===== src/rtl/nonce_sched.sv =====
// Blake2b nonce scheduler: issues one job's nonces as m04, tracks in-flight words, buffers winners.
// Optional statistics counters are built when NONCE_SCHED_STATS_EN is defined.
module nonce_sched #(
  parameter int FIFO_DEPTH = 4,
  parameter int INFL_W     = 8
) (
  input  logic        clk,
  input  logic        rst,
  input  logic        job_valid,
  output logic        job_ready,
  input  logic [31:0] job_start,
  input  logic [31:0] job_count,
  input  logic [31:0] job_m04_hi,
  input  logic        abort,
  input  logic        issue_stall,
  output logic        issue_valid,
  output logic [63:0] issue_m04,
  input  logic        res_busy,
  input  logic        res_found,
  input  logic [31:0] res_nonce,
  output logic        out_valid,
  input  logic        out_ready,
  output logic [31:0] out_nonce,
  output logic        sched_busy,
  output logic        done,
  output logic        overflow,
  output logic [47:0] stat_hashes,
  output logic [15:0] stat_found
);

  localparam int AW = (FIFO_DEPTH > 1) ? $clog2(FIFO_DEPTH) : 1;
  localparam int CW = AW + 1;

  typedef enum logic [1:0] {S_IDLE, S_RUN, S_DRAIN, S_DONE} state_t;

  state_t             state_q, state_d;
  logic [31:0]        nonce_q, rem_q, m04hi_q;
  logic               iv_q;
  logic [63:0]        m04_q;
  logic [INFL_W-1:0]  inflight_q, inflight_d;
  logic               overflow_q;

  logic [31:0]        mem [FIFO_DEPTH];
  logic [AW-1:0]      wr_ptr_q, rd_ptr_q;
  logic [CW-1:0]      cnt_q;

  logic accept, fire, dec, push_req, push_ok, pop, full, drop;

  function automatic logic [31:0] bswap32(input logic [31:0] v);
    return {v[7:0], v[15:8], v[23:16], v[31:24]};
  endfunction

  assign accept     = job_valid && (state_q == S_IDLE);
  // Abort wins over an issue in the same cycle.
  assign fire       = (state_q == S_RUN) && !abort && !issue_stall;
  assign dec        = res_busy && (inflight_q != '0);
  assign inflight_d = inflight_q + INFL_W'(fire) - INFL_W'(dec);

  always_ff @(posedge clk or posedge rst) begin
    if (rst) state_q <= S_IDLE;
    else     state_q <= state_d;
  end

  always_comb begin
    state_d = state_q;
    case (state_q)
      S_IDLE:  if (accept) state_d = (job_count == '0) ? S_DONE : S_RUN;
      S_RUN:   if (abort || (fire && rem_q == 32'd1)) state_d = S_DRAIN;
      S_DRAIN: if (inflight_d == '0) state_d = S_DONE;
      S_DONE:  state_d = S_IDLE;
      default: state_d = S_IDLE;
    endcase
  end

  always_ff @(posedge clk or posedge rst) begin
    if (rst) begin
      nonce_q    <= '0;
      rem_q      <= '0;
      m04hi_q    <= '0;
      iv_q       <= 1'b0;
      m04_q      <= '0;
      inflight_q <= '0;
    end else begin
      if (accept) begin
        nonce_q <= job_start;
        rem_q   <= job_count;
        m04hi_q <= job_m04_hi;
      end else if (fire) begin
        nonce_q <= nonce_q + 32'd1;
        rem_q   <= rem_q - 32'd1;
      end
      iv_q       <= fire;
      m04_q      <= fire ? {m04hi_q, bswap32(nonce_q)} : 64'd0;
      inflight_q <= inflight_d;
    end
  end

  // Result FIFO; a push into a full FIFO is accepted when the head pops in the same cycle.
  assign full     = (cnt_q == CW'(FIFO_DEPTH));
  assign out_valid = (cnt_q != '0);
  assign pop      = out_valid && out_ready;
  assign push_req = res_busy && res_found;
  assign push_ok  = push_req && (!full || pop);
  assign drop     = push_req && full && !pop;

  always_ff @(posedge clk) begin
    if (push_ok) mem[wr_ptr_q] <= res_nonce;
  end

  always_ff @(posedge clk or posedge rst) begin
    if (rst) begin
      wr_ptr_q   <= '0;
      rd_ptr_q   <= '0;
      cnt_q      <= '0;
      overflow_q <= 1'b0;
    end else begin
      if (push_ok) wr_ptr_q <= wr_ptr_q + AW'(1);
      if (pop)     rd_ptr_q <= rd_ptr_q + AW'(1);
      cnt_q <= cnt_q + CW'(push_ok) - CW'(pop);
      if (drop)        overflow_q <= 1'b1;
      else if (accept) overflow_q <= 1'b0;
    end
  end

  assign out_nonce   = out_valid ? mem[rd_ptr_q] : 32'd0;
  assign job_ready   = (state_q == S_IDLE);
  assign sched_busy  = (state_q != S_IDLE);
  assign done        = (state_q == S_DONE);
  assign overflow    = overflow_q;
  assign issue_valid = iv_q;
  assign issue_m04   = m04_q;

`ifdef NONCE_SCHED_STATS_EN
  logic [47:0] hashes_q;
  logic [15:0] found_q;

  always_ff @(posedge clk or posedge rst) begin
    if (rst) begin
      hashes_q <= '0;
      found_q  <= '0;
    end else begin
      if (fire && hashes_q != '1)    hashes_q <= hashes_q + 48'd1;
      if (push_req && found_q != '1) found_q  <= found_q + 16'd1;
    end
  end

  assign stat_hashes = hashes_q;
  assign stat_found  = found_q;
`else
  assign stat_hashes = '0;
  assign stat_found  = '0;
`endif

endmodule


===== config.mk =====
export PLATFORM = sky130hd
export DESIGN_NAME = nonce_sched
export DESIGN_NICKNAME = d
export VERILOG_FILES = /design/src/rtl/nonce_sched.sv
export SDC_FILE = /design/constraint.sdc
export NUM_CORES = 1
export LEC_CHECK = 0
export BUFFER_PORTS_ARGS = -buffer_cell sky130_fd_sc_hd__buf_2
export CAP_MARGIN = 15
export CORE_AREA = 2 2 186 188
export DETAILED_ROUTE_END_ITERATION = 10
export DIE_AREA = 0 0 188 190
export GPL_TIMING_DRIVEN = 0
export PLACE_DENSITY = 0.73
export SYNTH_ARGS = -nofsm -noshare
export SYNTH_HDL_FRONTEND = slang
export SYNTH_SLANG_ARGS = --single-unit
export TNS_END_PERCENT = 30

===== constraint.sdc =====
create_clock -name clk -period 16.3 [get_ports clk]
set_input_delay 3.26 -clock clk [delete_from_list [all_inputs] [get_ports clk]]
set_output_delay 3.26 -clock clk [all_outputs]
set_load 0.05 [all_outputs]

-- Yosys cells after proc, flatten, opt, wreduce, memory -nomap -nowiden
Memories as Yosys holds them, arrays and structs flattened.
Cells that the tools add are included.
- register bits after elaboration: 179
- memory bits (writable): 128
- bits of input ports: 136
- output and inout bits: 166
- word-level logic and storage cells: 68
- memories: 1
- memories (name ; words ; bits a word ; rd ports ; clocked after Yosys merged registers in ; write ports ; line ; source):
    mem ; 4 ; 32 ; 1 ; 0 ; 1 ; 43 ; logic [31:0] mem [FIFO_DEPTH];
- add/sub/neg operators: 8
- equal/unequal tests: 8
- mux-type cells: 15
- reductions and logical operators: 25
- operator list (kind ; number):
    two-way mux 32 bit ; 5
    two-way mux 64 bit ; 1
    adder 32 x 1 -> 32 bit (second input constant) ; 1
    == test 32 x 1 -> 1 bit (second input constant) ; 1
    zero test 32 bit ; 1
    subtractor 32 x 1 -> 32 bit (second input constant) ; 1
    logical AND 1 bit ; 10
    adder 8 x 1 -> 8 bit ; 1
    zero test 8 bit ; 1
    two-way mux 2 bit ; 4
    case mux 2 bit (4 select lines) ; 1
    nonzero test 8 bit ; 1
    subtractor 8 x 1 -> 8 bit ; 1
    nonzero test 2 bit ; 3
    adder 2 x 1 -> 2 bit (second input constant) ; 2
    == test 2 bit (second input constant) ; 2
    zero test 1 bit ; 4
    two-way mux 1 bit ; 4
    != test 2 x 1 -> 1 bit (second input constant) ; 2
    adder 3 x 1 -> 3 bit ; 1
    == test 3 bit (second input constant) ; 1
    AND reduction 3 bit ; 1
    nonzero test 3 bit ; 1
    subtractor 3 x 1 -> 3 bit ; 1
    4 further kinds ; 5

-- Longest topological paths before layout
- word-level depth: 8
- depth in mapped cells: 16

-- Worst setup path after synthesis
Ideal clock, no wire load.
- path kind: input to register
- start point: input abort
- end point: register state_q[1]
- library setup time: 0.125 ns
- data arrival time: 6.191 ns
- data required time: 16.175 ns
- path slack: 9.984 ns
- cell stages on the path: 14
- buffers on the path: 1
- cells stage by stage: or3b_1 -> clkbuf_1 -> ha_1 -> inv_1 -> ha_1 -> inv_1 -> fa_1 -> nand2b_1 -> a21oi_2 -> xnor2_1 -> or4_1 -> o41ai_1 -> nand2_1 -> mux2_4
- word-level cells in the longest chain between the ends: 8
- elaborated cells between the ends (all ways): 11
- ends and longest elaborated chain (what ; line ; source):
    from (decl) ; 14 ; input logic abort,
    zero test 1 bit ; 55 ; assign fire = (state_q == S_RUN) && !abort && !issue_stall;
    logical AND 1 bit (2 in a row) ; 55 ;
    adder 8 x 1 -> 8 bit ; 57 ; assign inflight_d = inflight_q + INFL_W'(fire) - INFL_W'(dec);
    subtractor 8 x 1 -> 8 bit ; 57 ;
    named net inflight_d[4] ; 40 ; logic [INFL_W-1:0] inflight_q, inflight_d;
    zero test 8 bit ; 69 ; S_DRAIN: if (inflight_d == '0) state_d = S_DONE;
    != test 2 bit (no line) ; n/a ;
    AND reduction 3 bit (no line) ; n/a ;
    to (signal assigned) ; 61 ; else state_q <= state_d;
    to (decl) ; 36 ; state_t state_q, state_d;
The timed path passes the listed nets, and every way through them passes these cells.
A chain may end at the register's enable or synchronous reset.

-- Final worst setup path
Ends and elaborated chain as after synthesis.

==> impl_metrics.ini <==
[run_status]
status = finished, final reports clean

[synthesis]
syn_inst = 1059
yosysWarnings = 0
synth_top_area_frac = 0.336
synth_area_leaders = dfrtp_1 (34%), edfxtp_1 (29%), mux4_2 (5.4%)
ys_seq_elements = 307
yosysUniqueCellTypes = 57
synth_edf_count = 128
avgSynthCellArea_sq_um = 12.6
synthArstFlopShare = 0.583
ys.flop_type = dfrtp_1
synth_largest_area_cell = dfrtp_1
yosysSeqAreaShare = 0.624
mappedNetlistArea_sq_um = 13300

[routing]
drcViolationCount = 0
detail-route-antenna-nets = 0
drt_wl_total_um = 29100
vias = 8770
detail_route.first_pass.iterations = 7
viasPerCell = 4.67
wl_per_cell_um = 15.5
drt_iter0_markers = 465

[worst_setup_path]
reg2reg_from = state_q[1]$_DFFE_PP0P_
startpoint = abort
path_cells = buf_2 -> or3b_1 -> clkbuf_1 -> ha_1 -> inv_1 -> ha_1 -> inv_1 -> fa_1 -> nand2b_1 -> a21oi_2 -> xnor2_1 -> or4_1 -> o41ai_1 -> nand2_1 -> mux2_4
path_buf_inv = 4
slowest_stage = or4_1
cp.depth = 15
cp.required_ns = 16.69
endpoint_kind = register
critPathKind = input port to register
cp_max_fo = 6
cp-start-kind = input port
worst-r2r-cell-count = 16
worstPathArrival_ns = 6.62
reg2reg_setup_slack_ns = 12.29
cpLargestDelayFamily = simple AND/OR/NAND/NOR gates
crit_end = state_q[1]$_DFFE_PP0P_
critPathMaxStageDelay_ns = 0.49
r2r-end = state_q[1]$_DFFE_PP0P_

[layout]
final_common_cell = buf_2
drive_gt1_frac = 0.293
nNetsFinal = 1558
most-common-layout-cells = buf_2 (242), nand2_1 (185), dfrtp_1 (179)
flow.area_growth_from_synthesis_pct = 23.8
antennaDiodeCount = 0
postLayoutCoreUtil = 0.486

[placement]
io_buffers = 237
place_ws_ns = 9.60
place.gp.congestion = 0.818
dpl.hpwl_um = 20800

[global_route]
grt-ovfl-total = 0
use_met2 = 0.271
grt_max_degree = 92
grt_pass1_wl_um = 46000
grt_pass1_vias = 8804
grt.met1_usage = 0.214
grt_usage = 0.162
antenna_found_initial = 0
grt_use_met3 = 0.0303
busiest_layer = met2

[sta]
clock_skew_ns = 0.0263
fin_ws_ns = 10.07
maxSlewHeadroom = 0.401
clock.fmax_ghz = 0.161
rsz0062_at_grt = no
hold_ws_ns = 0.464
setup_viol = 0
tightest_slew_ns = 0.898
period_share = 0.382
drv_slew = 0
tns_ns = 0
min_period_ns = 6.23
hold_violations = 0

[power_and_ir_drop]
power.switching_mw = 1.16
comb_power_share = 0.371
p_leak_nw = 7.42
switching_share = 0.384
p_seq_frac = 0.372
clkPwrFrac = 0.256
p_per_area_nw_per_um2 = 183
vdd_drop_max_mv = 0.116
p_int_mw = 1.86

[die]
dieArea_sq_um = 35700
core_area_sq_um = 33900
initial_core_util = 0.393
fp.dieH_um = 190
pin_count = 302
fp-row-count = 68
die_w_um = 188

[flow_run]
cap_violations = 0

[worst_hold_path]
hold_start = m04hi_q[27]$_DFFE_PP0P_
hp-class = register to register

[cts]
post_cts_buffers = 0
numCtsBuffers = 34
cts_resized = 0
cts_buffer_depth = 3
cts_tree = yes
root_buffer = clkbuf_16
ctsHoldBuffers = 0
worstSkewPairLatency_ns = 0.51
clock_sinks = 307
clk_pin_slew_ns = 0.06
htree_num_levels = 2
power by group through the flow:
stage / logic (mW) / clock network [mW] / registers [mW]
6_report: 1.12 / 0.772 / 1.12
3_5_place_dp: 1.13 / 0 / 1.14
5_1_grt: 1.22 / 0.823 / 1.15
4_1_cts: 1.13 / 0.790 / 1.12
2_1_floorplan: 0.822 / 0 / 1.16
3_3_place_gp: 1.10 / 0 / 1.13
registers in the layout (all words and copies together), names as in the netlist, 3 cells and up:
register    cells
nonce_q        32
cnt_q           3
issue_m04      64
inflight_q      8
rem_q          32
mem           128
m04hi_q        32
metrics by stage:
| stage | cells | cell area [sq um] | power (mW) |
|---|---|---|---|
| after floorplan | 1122 | 13600 | 1.98 |
| after global placement | 1814 | 15300 | 2.23 |
| after detailed placement | 1815 | 15400 | 2.26 |
| after CTS | 1876 | 16500 | 3.05 |
| after global routing | 1876 | 16500 | 3.19 |
| final | 1876 | 16500 | 3.01 |
how the worst min path moves through the flow:
stage               slack, ns                 endpoint  cells after the start
finish                   0.46  m04hi_q[27]$_DFFE_PP0P_                      2
global placement         0.45  m04hi_q[26]$_DFFE_PP0P_                      2
floorplan                0.44   m04hi_q[0]$_DFFE_PP0P_                      2
global route             0.50  issue_m04[43]$_DFF_PP0_                      1
CTS                      0.47  m04hi_q[27]$_DFFE_PP0P_                      2
detailed placement       0.45  m04hi_q[27]$_DFFE_PP0P_                      2
layer usage:
metal,wire length (um),share of wire
met4,724,0.025
met2,14300,0.49
met5,0,0
met3,1700,0.058
met1,12400,0.43
worst min-delay path, cell delays in order, from the launching register on:
cell     delay, ns
dfrtp_1       0.33
nand2_1       0.05
nand2_1       0.05
cell usage after synthesis, drive strengths merged, types with 3 or more instances:
cell and count:
nor3 13, and3 8, or3 5, nand2 185, and2 105, o21ai 62
xor2 38, and4 5, dfrtp 179, buf 71, nand3 14, xnor2 34
edfxtp 128, nor4b 3, nor4 12, nor2b 4, inv 31, a21oi 8
or4 4, clkbuf 35, ha 24, nand4 9, nor2 28, mux4 32
cell families after synthesis:
logic type / count (synthesis) / synth area share
fa+ha+maj: 26 / 0.0255
other cells: 1 / 0.000281
flops: 307 / 0.624
simple gates: 402 / 0.156
xor+xnor: 72 / 0.0473
compound gates: 81 / 0.0344
buf+inv: 137 / 0.0571
mux: 33 / 0.0552
area by class of cell:
| cell class | instances | area, sq um |
|---|---|---|
| sequential | 307 | 8320 |
| timing repair buffer | 238 | 1210 |
| buffer | 106 | 644 |
| multi-input combinational | 678 | 4490 |
| clock inverter | 14 | 151 |
| clock buffer | 47 | 993 |
| fill | 3019 | 17400 |
| inverter | 31 | 124 |
| tap | 455 | 569 |
Power figures use the tool's default switching activity.
